File: src/rtl/axis_slave_rx.sv
// AXI4-Stream receiver: strobe-masks incoming beats into a first-word-fall-through
// FIFO, frames packets by programmed length and/or TLAST, and flags length mismatches.
module axis_slave_rx #(
    parameter int FIFO_DEPTH           = 16,
    parameter int C_S_AXIS_TDATA_WIDTH = 32
) (
    input  logic                                  clk,
    input  logic                                  rst,
    output logic                                  S_AXIS_TREADY,
    input  logic [C_S_AXIS_TDATA_WIDTH-1:0]       S_AXIS_TDATA,
    input  logic [C_S_AXIS_TDATA_WIDTH/8-1:0]     S_AXIS_TSTRB,
    input  logic                                  S_AXIS_TLAST,
    input  logic                                  S_AXIS_TVALID,
    input  logic                                  rx_en,
    input  logic                                  rx_clear,
    input  logic [15:0]                           expected_beats,
    input  logic                                  rd_en,
    output logic [C_S_AXIS_TDATA_WIDTH-1:0]       rd_data,
    output logic                                  rd_last,
    output logic                                  rd_valid,
    output logic                                  fifo_empty,
    output logic [$clog2(FIFO_DEPTH+1)-1:0]       fifo_count,
    output logic [15:0]                           beat_count,
    output logic                                  packet_done,
    output logic                                  len_error,
    output logic [1:0]                            rx_state_o
);

    localparam int DW    = C_S_AXIS_TDATA_WIDTH;
    localparam int SW    = DW / 8;
    localparam int PTR_W = (FIFO_DEPTH > 1) ? $clog2(FIFO_DEPTH) : 1;
    localparam int CNT_W = $clog2(FIFO_DEPTH + 1);

    typedef enum logic [1:0] {
        IDLE    = 2'd0,
        RECEIVE = 2'd1,
        DONE    = 2'd2
    } rx_state_e;

    rx_state_e         state_q, state_d;
    logic [15:0]       beat_count_q, beat_count_d;
    logic              packet_done_q, packet_done_d;
    logic              len_error_q, len_error_d;
    logic [PTR_W-1:0]  wr_ptr_q, wr_ptr_d;
    logic [PTR_W-1:0]  rd_ptr_q, rd_ptr_d;
    logic [CNT_W-1:0]  count_q, count_d;
    logic [DW:0]       mem_q [FIFO_DEPTH];

    logic              full;
    logic              empty;
    logic              tready;
    logic              accept;
    logic              pop;
    logic [DW-1:0]     masked_data;
    logic [16:0]       beat_next;
    logic              exp_nonzero;
    logic              hit_len;
    logic              early_last;
    logic [DW:0]       head;

    // Handshake: a beat transfers on a rising edge where TVALID and TREADY are
    // both high; TREADY depends only on registered state, the fill level and
    // rx_clear, never on TVALID, so the sender may hold TVALID indefinitely.
    assign full   = (count_q == CNT_W'(FIFO_DEPTH));
    assign empty  = (count_q == '0);
    assign tready = (state_q == RECEIVE) && !full && !rx_clear;
    assign accept = S_AXIS_TVALID && tready;
    assign pop    = rd_en && !empty && !rx_clear;

    always_comb begin
        masked_data = '0;
        for (int i = 0; i < SW; i++) begin
            masked_data[i*8 +: 8] = S_AXIS_TSTRB[i] ? S_AXIS_TDATA[i*8 +: 8] : 8'h00;
        end
    end

    // Framing decisions look at the count as it will be after this beat.
    assign beat_next   = {1'b0, beat_count_q} + 17'd1;
    assign exp_nonzero = (expected_beats != 16'd0);
    assign hit_len     = exp_nonzero && (beat_next == {1'b0, expected_beats});
    assign early_last  = S_AXIS_TLAST && exp_nonzero && (beat_next < {1'b0, expected_beats});

    always_comb begin
        state_d       = state_q;
        beat_count_d  = beat_count_q;
        packet_done_d = 1'b0;
        len_error_d   = 1'b0;
        if (rx_clear) begin
            state_d      = IDLE;
            beat_count_d = '0;
        end else begin
            case (state_q)
                IDLE: begin
                    if (rx_en) begin
                        state_d      = RECEIVE;
                        beat_count_d = '0;
                    end
                end
                RECEIVE: begin
                    if (accept) begin
                        beat_count_d = beat_next[15:0];
                        if (S_AXIS_TLAST || hit_len) begin
                            state_d       = DONE;
                            packet_done_d = 1'b1;
                            len_error_d   = early_last || (hit_len && !S_AXIS_TLAST);
                        end
                    end
                end
                DONE: begin
                    if (!rx_en) begin
                        state_d = IDLE;
                    end
                end
                default: state_d = IDLE;
            endcase
        end
    end

    always_comb begin
        wr_ptr_d = wr_ptr_q;
        rd_ptr_d = rd_ptr_q;
        count_d  = count_q;
        if (rx_clear) begin
            wr_ptr_d = '0;
            rd_ptr_d = '0;
            count_d  = '0;
        end else begin
            if (accept) begin
                wr_ptr_d = wr_ptr_q + PTR_W'(1);
            end
            if (pop) begin
                rd_ptr_d = rd_ptr_q + PTR_W'(1);
            end
            case ({accept, pop})
                2'b10:   count_d = count_q + CNT_W'(1);
                2'b01:   count_d = count_q - CNT_W'(1);
                default: count_d = count_q;
            endcase
        end
    end

    always_ff @(posedge clk) begin
        if (rst) begin
            state_q       <= IDLE;
            beat_count_q  <= '0;
            packet_done_q <= 1'b0;
            len_error_q   <= 1'b0;
            wr_ptr_q      <= '0;
            rd_ptr_q      <= '0;
            count_q       <= '0;
        end else begin
            state_q       <= state_d;
            beat_count_q  <= beat_count_d;
            packet_done_q <= packet_done_d;
            len_error_q   <= len_error_d;
            wr_ptr_q      <= wr_ptr_d;
            rd_ptr_q      <= rd_ptr_d;
            count_q       <= count_d;
        end
    end

    // Storage needs no reset; the pointers and count define what is valid.
    always_ff @(posedge clk) begin
        if (accept) begin
            mem_q[wr_ptr_q] <= {S_AXIS_TLAST, masked_data};
        end
    end

    assign head          = mem_q[rd_ptr_q];
    assign rd_data       = empty ? '0 : head[DW-1:0];
    assign rd_last       = !empty && head[DW];
    assign rd_valid      = !empty;
    assign fifo_empty    = empty;
    assign fifo_count    = count_q;
    assign beat_count    = beat_count_q;
    assign packet_done   = packet_done_q;
    assign len_error     = len_error_q;
    assign rx_state_o    = state_q;
    assign S_AXIS_TREADY = tready;

endmodule

File: config.mk
export PLATFORM = sky130hd
export DESIGN_NAME = axis_slave_rx
export DESIGN_NICKNAME = d
export VERILOG_FILES = /design/src/rtl/axis_slave_rx.sv
export SDC_FILE = /design/constraint.sdc
export NUM_CORES = 1
export LEC_CHECK = 0
export ABC_AREA = 1
export BUFFER_PORTS_ARGS = -buffer_cell sky130_fd_sc_hd__buf_4
export CAP_MARGIN = 20
export CORE_AREA = 2 2 200 202
export CTS_CLUSTER_SIZE = 12
export DETAILED_ROUTE_END_ITERATION = 6
export DIE_AREA = 0 0 202 204
export PLACE_DENSITY_LB_ADDON = 0.2
export SLEW_MARGIN = 30
export SYNTH_ARGS = -nofsm -noshare
export SYNTH_HDL_FRONTEND = slang
export SYNTH_SLANG_ARGS = --single-unit
File: constraint.sdc
create_clock -name clk -period 3.4 [get_ports clk]
set_input_delay 0.51 -clock clk [delete_from_list [all_inputs] [get_ports clk]]
set_output_delay 0.51 -clock clk [all_outputs]
set_load 0.02 [all_outputs]
; After elaboration in Yosys (flattened, before gate mapping)
; Memories as Yosys holds them, arrays and structs flattened. A register that Yosys moved wholly into a read port is not among the register bits.
; Index checks and enable logic that the tools add are counted.
; W data, S select, Z words.
[classes]
mux = 19
bitwise_logic = 3
n_addsub = 5
magnitude_cmp = 1
n_reduce_logical = 26
n_eq_ne = 10
[op_table]
columns = op, n
row1 = $mux W16, 2
row2 = $mux W32, 1
row3 = $mux W8, 4
row4 = $pmux W16 S2, 1
row5 = $add A16 B1 Y17 const B, 1
row6 = $eq A17 B16 Y1, 1
row7 = $lt A17 B16 Y1, 1
row8 = $reduce_bool A16 Y1, 1
row9 = $logic_and A1 B1 Y1, 10
row10 = $pmux W5 S2, 1
row11 = $add A4 B1 Y4 const B, 2
row12 = $mux W2, 4
row13 = $mux W4, 2
row14 = $ne A2 B2 Y1 const B, 3
row15 = $pmux W2 S3, 1
row16 = $add A5 B1 Y5 const B, 1
row17 = $eq A5 B5 Y1 const B, 1
row18 = $logic_not A5 Y1, 1
row19 = $reduce_or A5 Y1, 1
row20 = $sub A5 B1 Y5 const B, 1
row21 = $eq A2 B1 Y1 const B, 2
row22 = $eq A2 B2 Y1 const B, 2
row23 = $logic_not A1 Y1, 4
row24 = $reduce_and A4 Y1, 1
row25 = other kinds (9), 15
[totals]
out_inout_bits = 61
mem_count = 1
in_bits = 59
word_cells = 72
ramBits = 528
regBits = 33
[memory_table]
columns = memory, depth, word_bits, read_ports, rd_ports_with_merged_regs, write_ports, line_no
row1 = mem_q, 16, 33, 1, 1, 1, 47  ; logic [DW:0] mem_q [FIFO_DEPTH];

; Longest topological paths before layout
; Gate-level depths: netlist (run 1).
[logic_depth]
word_depth = 7
depth_mapped = 18
ltp_nobuf = 18

; Least setup slack after synthesis (run 1)
; No wires, ideal clock.
[synth_timing]
path_kind = reg-to-reg
startpoint = register count_q[0], in the netlist fifo_count[0]
endpoint = memory mem_q[0][0] (netlist name), enable pin
n_path_buf = 1
t_arrival_ps = 2677
synth_period_minus_slack_ps = 3100
stages_incl_launch_ff = 8
setup_slack_ps = 300
setup_time_ps = 423
required_time_ps = 2977
cell_sequence = dfxtp_1 > nor2_1 > nand4_1 > nand3_2 > inv_1 > buf_2 > nand2_1 > nor2_1
[synth_between]
elab_chain_len = 7
[synth_rtl]
columns = element, line_no
row1 = start: declaration, 46  ; logic [CNT_W-1:0] count_q, count_d;
row2 = start signal: assignment, 158  ; count_q <= count_d;
row3 = $eq A5 B5 Y1, 64  ; assign full = (count_q == CNT_W'(FIFO_DEPTH));
row4 = $logic_not A1 Y1, 66  ; assign tready = (state_q == RECEIVE) && !full && !rx_clear;
row5 = $logic_and A1 B1 Y1 (2 in series), 66
row6 = $logic_and A1 B1 Y1, 67  ; assign accept = S_AXIS_TVALID && tready;
row7 = $mux W1, 164  ; if (accept) begin
row8 = $mux W1 (not written as such), 165  ; mem_q[wr_ptr_q] <= {S_AXIS_TLAST, masked_data};
row9 = end: declaration, 47
; Every way passes these cells.

==> results of run 1 <==
[metrics by stage]
step / instance area, sq um / util / total power [mW]
after floorplan: 23200 / - / 7.97
after global placement: 24800 / 0.633 / 8.14
after detailed placement: 24800 / 0.633 / 8.15
after CTS: 26300 / 0.672 / 13.5
after global routing: 26400 / 0.673 / 13.8
final: 26400 / 0.673 / 13.4
[path summary, 6_finish.rpt]
kind	cells after the start	end	slack [ns]
max reg2reg	18	rx_state_o[0]$_SDFFE_PP0P_	0.60
min	2	packet_done$_SDFF_PP0_	0.1
max	7	rd_data[1]	0.16
min reg2reg	1	rd_ptr_q[3]$_SDFFE_PP0P_	0.46
[cell usage after synthesis (all sizes together), types with 2 or more instances]
library cell,n,area (sq um)
a211oi,2,15.0
a21o,2,15.0
a21oi,71,355
and2,2,12.5
buf,58,327
clkbuf,62,240
clkinv,2,7.51
dfxtp,37,741
edfxtp,528,15900
ha,26,325
inv,98,370
nand2,110,420
nand3,68,350
nand4,15,93.8
nor2,343,1300
nor3,4,25.0
o21ai,299,1500
o221ai,104,911
o22ai,28,175
xnor2,6,60.1
xor2,5,43.8
[state kept, by name, summed over array words and instances, names as in the netlist, named ones only]
register	flops
wr_ptr_q	4
packet_done	1
beat_count	16
fifo_count	5
rx_state_o	2
len_error	1
rd_ptr_q	4
mem_q	528
[per-layer routing]
metal | share of wire | global-route usage | wire length, um
met2 | 0.49 | 0.457 | 27500
met4 | 0.035 | 0.109 | 1970
met5 | 0 | 0 | 0
met1 | 0.40 | 0.366 | 22600
met3 | 0.071 | 0.0394 | 3980
[area by class of cell]
cell class | instances | area (sq um)
fill | 2730 | 12800
clock inverter | 4 | 46.3
inverter | 100 | 385
clock buffer | 74 | 1470
multi-input combinational | 1090 | 5770
tap | 525 | 657
timing repair buffer | 169 | 1450
sequential | 565 | 16600
[power groups by stage]
stage | clock [mW] | combinational, mW | sequential, mW
detailed placement | 0 | 0.388 | 7.76
global route | 5.73 | 0.431 | 7.61
finish | 5.40 | 0.391 | 7.62
floorplan | 0 | 0.206 | 7.77
global placement | 0 | 0.379 | 7.76
CTS | 5.46 | 0.390 | 7.62
[critical path, cell delays in order (launching register included)]
cell and delay, ns:
sky130_fd_sc_hd__dfxtp_4 0.47, sky130_fd_sc_hd__inv_6 0.33, sky130_fd_sc_hd__buf_12 0.30, sky130_fd_sc_hd__o21ai_0 0.11
sky130_fd_sc_hd__o221ai_1 0.35, sky130_fd_sc_hd__nand3_1 0.12, sky130_fd_sc_hd__a21oi_1 0.25, sky130_fd_sc_hd__buf_4 0.20
[timing repair]
action,CTS,global route
resized for setup,0,3
setup endpoints to repair,0,4
buffers inserted,0,0
[kinds of logic after synthesis]
| group | synth area share |
|---|---|
| AO/OA/AOI/OAI | 0.129 |
| XOR/XNOR | 0.00448 |
| adder cells (fa/ha/maj) | 0.0149 |
| buffers and inverters | 0.0407 |
| flip-flops | 0.716 |
| AND/OR/NAND/NOR | 0.0952 |
==> results.txt, run 1 <==
The element type at the critical path end was an output port. For this design the static power due to leakage is 9.36 nW. The area enclosed by the die boundary was 41,200 sq um; the clock slew at the register clock pins of the worst setup and hold paths was 0.06 ns. The worst register-to-register path begins at beat_count[0]$_SDFFE_PP0P_.

The post-route minimum period is 3.24 ns. The share of synthesized registers carrying an async set or reset came out at 0. The average instance in the mapped netlist occupies 12.4 sq um. The number of sinks on the clock net is 565. The average vias per placed instance was 6.09; the boundary pin count was 120.

The detailed router placed 15,400 vias in this run. The wire-length estimate of the detail-placed layout is 31.6 mm. The first routing iteration left 1,524 violations. Cell-internal power: 10.8 mW. The latest clock arrival within the worst-skew pair is 0.60 ns. The max-slew violation count came out at 0.

TritonCTS built the clock tree. In this run the remaining antenna-violating nets after routing total 0. Data on the critical path is required at its endpoint by 2.89 ns. Before CTS, the worst setup slack after placement is 0.704 ns.

The global-route wire length before repair was 85.8 mm; the sum of negative setup slack was 0 ns. For this run, the number of Yosys warnings is 0. CTS built an H-tree with a depth of 2.

The share of total power in the clock network is 0.403, and the all-layer global routing usage is 0.273. The flip-flop cell with the highest count after synthesis is sky130_fd_sc_hd__edfxtp_1. Setup violations remaining at the end of the flow were counted as 0. Dividing total power by cell area gives a power density of 508 nW/um^2.

The critical path data arrival time came out at 2.73 ns. The switching fraction of total power is 0.197, and the final worst clock skew is 0.0145 ns. The number of standard cells after synthesis came out at 1,875. The number of hold violations in the final report was 0; the largest vdd supply drop was 0.445 mV.

The count of cells in the finished layout, fillers not included, comes to 2,527. For this design the total switching power over the nets is 2.64 mW. After detailed routing, the number of remaining DRC violations is 0. Hold repair after CTS inserted 0 buffers. Counting flops and latches in the post-synthesis netlist gives 565. Synthesis produced a netlist with a net count of 1,961.

For the portion of total power attributed to combinational logic, the log shows 0.029. The run gives 54 as the number of buffers created by CTS. Setup slack on the critical path of the routed design comes to 0.158 ns. Hold is met by 0.0983 ns. The routed wire length came out at 56.0 mm. The maximum net fanout on the critical path was 55; the relative slew slack was 0.541.

Derived from the worst setup path, the maximum achievable clock frequency is 308 MHz. The number of diodes added for antenna fixing is 0. Clock tree synthesis selected as its root buffer the cell sky130_fd_sc_hd__clkbuf_16. The number of enable-type register cells in the synthesized netlist is 528. The total of buffers placed on input and output ports is 119. Setup repair after global routing left no endpoint under its margin. In this run the standard cell core region covers 39,200 sq um. The most frequent standard cell in the layout excluding fill and tap cells was sky130_fd_sc_hd__edfxtp_1.

Dividing the detail-routed wire length by the instance count gives 22.2 um. The register share of total power was 0.568. The number of placed instances, taps included, is 2,448. In this run the most critical hold path is launched from rst.

At the end of routability-driven placement, the weighted congestion stood at 0.869. In the layout the commonest cells are 528 x sky130_fd_sc_hd__edfxtp_1, 324 x sky130_fd_sc_hd__nor2_1, 259 x sky130_fd_sc_hd__o21ai_0, 155 x sky130_fd_sc_hd__buf_4, 107 x sky130_fd_sc_hd__nand2_1. The tools report the total overflow reported by the global router as 0. The critical path is of the flip-flop to output port type. Width of the die: 202 um. The run finished with clean final reports. The tools report the initial antenna violation count as 0.

The logs give 0.592 for the starting utilization of the core area and 3 for the deepest clock path buffer count. The initialized floorplan defines 73 standard-cell rows. The run gives 15,200 as the via count of the first global-routing pass. The worst setup path is launched from a flip-flop. The worst hold-check path type is input pin to flip-flop. Counting distinct cell types in the post-synthesis netlist gives 39.

For the sequential-to-total area share from yosys stat, the log shows 0.716. The synthesis-to-layout area growth was 13.7%. The height of the die is 204 um, and the worst-margin pin slew is 0.688 ns. The post-route fraction of the period consumed by the critical path came out at 0.953. For this run, the detailed router's first-pass iteration total came to 6. Final-stage net count: 2,066.

Entering global routing, the biggest net connects 133 pins. The share of post-route cells with drive strength above 1 works out to 0.132. The tool flagged a number of max-cap violations equal to 0. The cell area that synthesis handed to floorplanning was 23,200 sq um.
Power figures use the tool's default switching activity.
==> run 2, diff against run 1 <==
--- a/config.mk
+++ b/config.mk
@@ -5,13 +5,12 @@
 export SDC_FILE = /design/constraint.sdc
 export NUM_CORES = 1
 export LEC_CHECK = 0
-export ABC_AREA = 1
 export BUFFER_PORTS_ARGS = -buffer_cell sky130_fd_sc_hd__buf_4
 export CAP_MARGIN = 20
-export CORE_AREA = 2 2 200 202
+export CORE_AREA = 2 2 198 200
 export CTS_CLUSTER_SIZE = 12
 export DETAILED_ROUTE_END_ITERATION = 6
-export DIE_AREA = 0 0 202 204
+export DIE_AREA = 0 0 200 202
 export PLACE_DENSITY_LB_ADDON = 0.2
 export SLEW_MARGIN = 30
 export SYNTH_ARGS = -nofsm -noshare
==> results.txt, run 2 <==
The area taken by multi-input logic gates is 5770 sq um (about the same), and the detailed-route wire length per cell is 26.8 um (+21%). The register containing the most flip-flops in the final layout was mem_q. Number of inserted filler cells in the final layout: 2,424 (-11%). All-layer global routing usage: 0.252 (-0.0209). STA classifies the critical path endpoint as an output port. For the cell row count, the log shows 72 (-1.4%). The run gives 48.9 mm (-13%) as the routed wire length. The logs give 22,700 sq um (-2.0%) for the post-synthesis instance area and 16,600 sq um (about the same) for the footprint of the flip-flops and latches.

Area share of the largest cell type after synthesis: 0.698 (+0.0141). In the synthesized netlist the dominant register cell turns out to be sky130_fd_sc_hd__edfxtp_1. The tools report the max-capacitance violation count as 0 (unchanged). Setup repair after global routing left no endpoint under its margin.

The relative slew slack is 0.474 (-0.0671), and the area enclosed by the die boundary is 40,400 sq um (-2.0%). The final-stage net count was 1,364 (-34%). The width of the die was 200 um (-0.99%). The worst min-delay path endpoint is beat_count[15]$_SDFFE_PP0P_. The tools report the maximum number of pins on one net before global-route repair as 55 (-59%).

The commonest cells after synthesis are 528 x sky130_fd_sc_hd__edfxtp_1, 165 x sky130_fd_sc_hd__mux4_2, 78 x sky130_fd_sc_hd__and2_1. The tools report the boundary pin count as 120 (unchanged). The logs give 305 MHz (-1.2%) for the maximum operating frequency and 8.38 nW (-10%) for the leakage power total. Initial DRC count: 1,030 (-32%). The run gives 73.1 mm (-15%) as the global-route wire length before repair. Post-route minimum period: 3.28 ns (+0.0378 ns). The logs give 49 (+26%) for the number of unique standard cell types used by synthesis and 11,400 (-26%) for the via count of the routed design. The startpoint identified for the worst register-to-register timing path is beat_count[0]$_SDFFE_PP0P_. Max-slew violation count: 0 (unchanged).

The most common cell in the synthesized netlist is sky130_fd_sc_hd__edfxtp_1. Final antenna-violating net count: 0 (unchanged). The type of the worst setup path is flip-flop to output port. The total overflow reported by the global router is 0 (unchanged), and the CTS H-tree depth is 2 (unchanged).

Leaving out fill and tap cells, the most frequent cell in the layout is sky130_fd_sc_hd__edfxtp_1. The average cell area after synthesis came out at 20.4 sq um (+65%). TritonCTS built the clock tree.

The sequential-to-total area share from yosys stat is 0.730 (+0.0148). The number of enable-type register cells in the synthesized netlist is 528 (unchanged). The number of diodes added for antenna fixing came out at 0 (unchanged).

The worst min-delay path startpoint was rst. For the deepest clock path buffer count, the log shows 3 (unchanged). The total nets after synthesis is 1,197 (-39%), and the synthesis-to-layout area growth is 15.5%. The critical path data arrival time is 2.77 ns (+0.04 ns), and the number of flip-flops in the largest register is 528 (unchanged). The tree is rooted in a sky130_fd_sc_hd__clkbuf_16. The run gives 0.471 mV (+5.8%) as the largest vdd supply drop.

The initial antenna violation count is 0 (unchanged), and the core box area is 38,300 sq um (-2.3%). The height of the die is 202 um (-0.98%), and the count of warnings emitted by yosys is 0 (unchanged). Placed wire-length estimate after detailed placement: 26.2 mm (-17%). The share of post-route cells with drive strength above 1 was 0.317 (+0.185). The number of buffers created by CTS is 56 (+3.7%).

Post-route fraction of the period consumed by the critical path: 0.965 (+0.0111). The min-delay analysis places its worst path in the category input pin to flip-flop. The flow ran to the end, and the final reports show no timing, DRC or antenna violations. For the starting utilization of the core area, the log shows 0.593 (+0.00161). Final RePlAce weighted congestion: 0.851 (-2.0%). The number of hold violations in the final report is 0 (unchanged). The number of cells in the finished layout apart from fillers was 1,827 (-28%). The maximum net fanout on the critical path works out to 22 (-60%). The share of synthesized registers carrying an async set or reset was 0 (unchanged); the flop and latch count out of synthesis was 565 (unchanged). The critical path data required time came out at 2.89 ns (about the same). STA classifies the critical path startpoint as a flip-flop. By area the synthesized netlist is led by sky130_fd_sc_hd__edfxtp_1 70%, sky130_fd_sc_hd__mux4_2 16%, sky130_fd_sc_hd__dfxtp_1 3.3%.

The sum of negative setup slack came out at 0 ns (unchanged). The latest clock arrival within the worst-skew pair is 0.61 ns (about the same), and the total of buffers placed on input and output ports is 119 (unchanged). The depth of the worst register-to-register path was 11 (-7); the number of endpoints failing setup at the final stage was 0 (unchanged). The power density of the placed cells is 517 nW/um^2 (+1.6%). The run gives 0.107 ns (+0.00831 ns) as the final hold slack.

The number of iterations in the first detailed-routing pass is 5 (-1), and the instance count after placement with tap cells included is 1,731 (-29%). Average vias per placed instance: 6.23 (+2.2%). The library cells used most frequently in the layout, excluding fill and tap cells, are 528 x sky130_fd_sc_hd__edfxtp_1, 165 x sky130_fd_sc_hd__mux4_2, 142 x sky130_fd_sc_hd__buf_4, 66 x sky130_fd_sc_hd__and2_1, 58 x sky130_fd_sc_hd__clkbuf_16.

The tools report the number of sinks on the clock net as 565 (unchanged). The worst-margin pin slew was 0.789 ns (+0.101 ns); the number of standard cells after synthesis was 1,111 (-41%). The register-to-register setup slack is 0.31 ns (-0.29 ns), and the clock slew at the register clock pins of the worst setup and hold paths is 0.06 ns (about the same). The run gives 11,800 (-22%) as the via count of the first global-routing pass. The endpoint identified for the worst register-to-register timing path is rx_state_o[1]$_SDFFE_PP0P_. The synthesized design spends more area on one cell type than any other, namely sky130_fd_sc_hd__edfxtp_1.

The final worst clock skew is 0.0224 ns (+0.00789 ns). The worst hold path depth was 2 (unchanged); the DRC violation count after routing was 0 (unchanged).
==> run 2: changes by cell type in the layout (fill, tap and decap cells not counted), moves of 12 or more <==
| cell | delta |
|---|---|
| sky130_fd_sc_hd__a21oi_1 | -48 |
| sky130_fd_sc_hd__and2_1 | +64 |
| sky130_fd_sc_hd__and2_2 | +12 |
| sky130_fd_sc_hd__buf_4 | -13 |
| sky130_fd_sc_hd__inv_1 | -70 |
| sky130_fd_sc_hd__mux4_2 | +165 |
| sky130_fd_sc_hd__nand2_1 | -86 |
| sky130_fd_sc_hd__nand3_1 | -50 |
| sky130_fd_sc_hd__nor2_1 | -298 |
| sky130_fd_sc_hd__nor2_4 | -17 |
| sky130_fd_sc_hd__o21ai_0 | -250 |
| sky130_fd_sc_hd__o21ai_1 | -38 |
| sky130_fd_sc_hd__o221ai_1 | -104 |
| sky130_fd_sc_hd__o22ai_1 | -27 |
==> run 2: worst max-delay path: stages (launching register included) <==
cell,delay (ns)
sky130_fd_sc_hd__dfxtp_4,0.39
sky130_fd_sc_hd__buf_12,0.14
sky130_fd_sc_hd__buf_12,0.21
sky130_fd_sc_hd__mux4_2,0.55
sky130_fd_sc_hd__mux4_2,0.49
sky130_fd_sc_hd__and2_1,0.20
sky130_fd_sc_hd__buf_4,0.16
==> run 2: worst max-delay path by stage <==
stage	startpoint	end	slack, ns	depth (start not counted)
6_report	flip-flop	rd_data[30]	0.12	6
5_1_grt	beat_count[0]$_SDFFE_PP0P_	rx_state_o[1]$_SDFFE_PP0P_	0.007	11
4_1_cts	flip-flop	rd_last	0.0005	5
3_5_place_dp	fifo_count[0]$_SDFFE_PP0P_	fifo_count[4]$_SDFFE_PP0P_	0.37	10
3_3_place_gp	fifo_count[0]$_SDFFE_PP0P_	fifo_count[4]$_SDFFE_PP0P_	0.43	10
2_1_floorplan	fifo_count[0]$_SDFFE_PP0P_	fifo_count[4]$_SDFFE_PP0P_	0.47	11
==> run 2: cell type report <==
class                      count  area share
tap                          518      0.0247
timing repair buffer         162      0.0566
inverter                      24     0.00343
sequential                   565       0.633
clock buffer                  77      0.0572
clock inverter                12     0.00515
multi-input combinational    469       0.220
==> run 2: timing repair <==
action,in CTS,in global routing
setup buffers,2,4
gates resized for setup,0,2
hold buffers,0,0
setup endpoints to repair,17,8
cloned,0,1
==> run 2: metrics by stage <==
| step | power (mW) | setup WS [ns] | utilization | area [sq um] |
|---|---|---|---|---|
| global placement | 7.98 | 0.430 | 0.640 | 24500 |
| CTS | 13.6 | 0.000540 | 0.683 | 26200 |
| floorplan | 7.87 | 0.471 | - | 22700 |
| detailed placement | 7.99 | 0.367 | 0.640 | 24500 |
| finish | 13.6 | 0.121 | 0.685 | 26200 |
| global route | 13.9 | 0.00651 | 0.685 | 26200 |
==> run 2: cell families after synthesis <==
kind of cell,after synthesis,synth area share
flops,565,0.730
simple gates,187,0.0455
mux,167,0.164
buf+inv,77,0.0164
compound gates,65,0.0191
fa+ha+maj,27,0.0152
xor+xnor,23,0.00887
==> run 2: report_power, final <==
part	internal [mW]	switching (mW)	total (mW)
Clock	3.27	2.44	5.71
Sequential	7.60	0.00279	7.60
Combinational	0.0885	0.156	0.245
Total	11.0	2.60	13.6
==> run 2: routing by layer <==
metal	global-route usage	part of all wire
met2	0.422	0.52
met1	0.349	0.40
met3	0.0461	0.070
met4	0.0630	0.018
met5	0	0
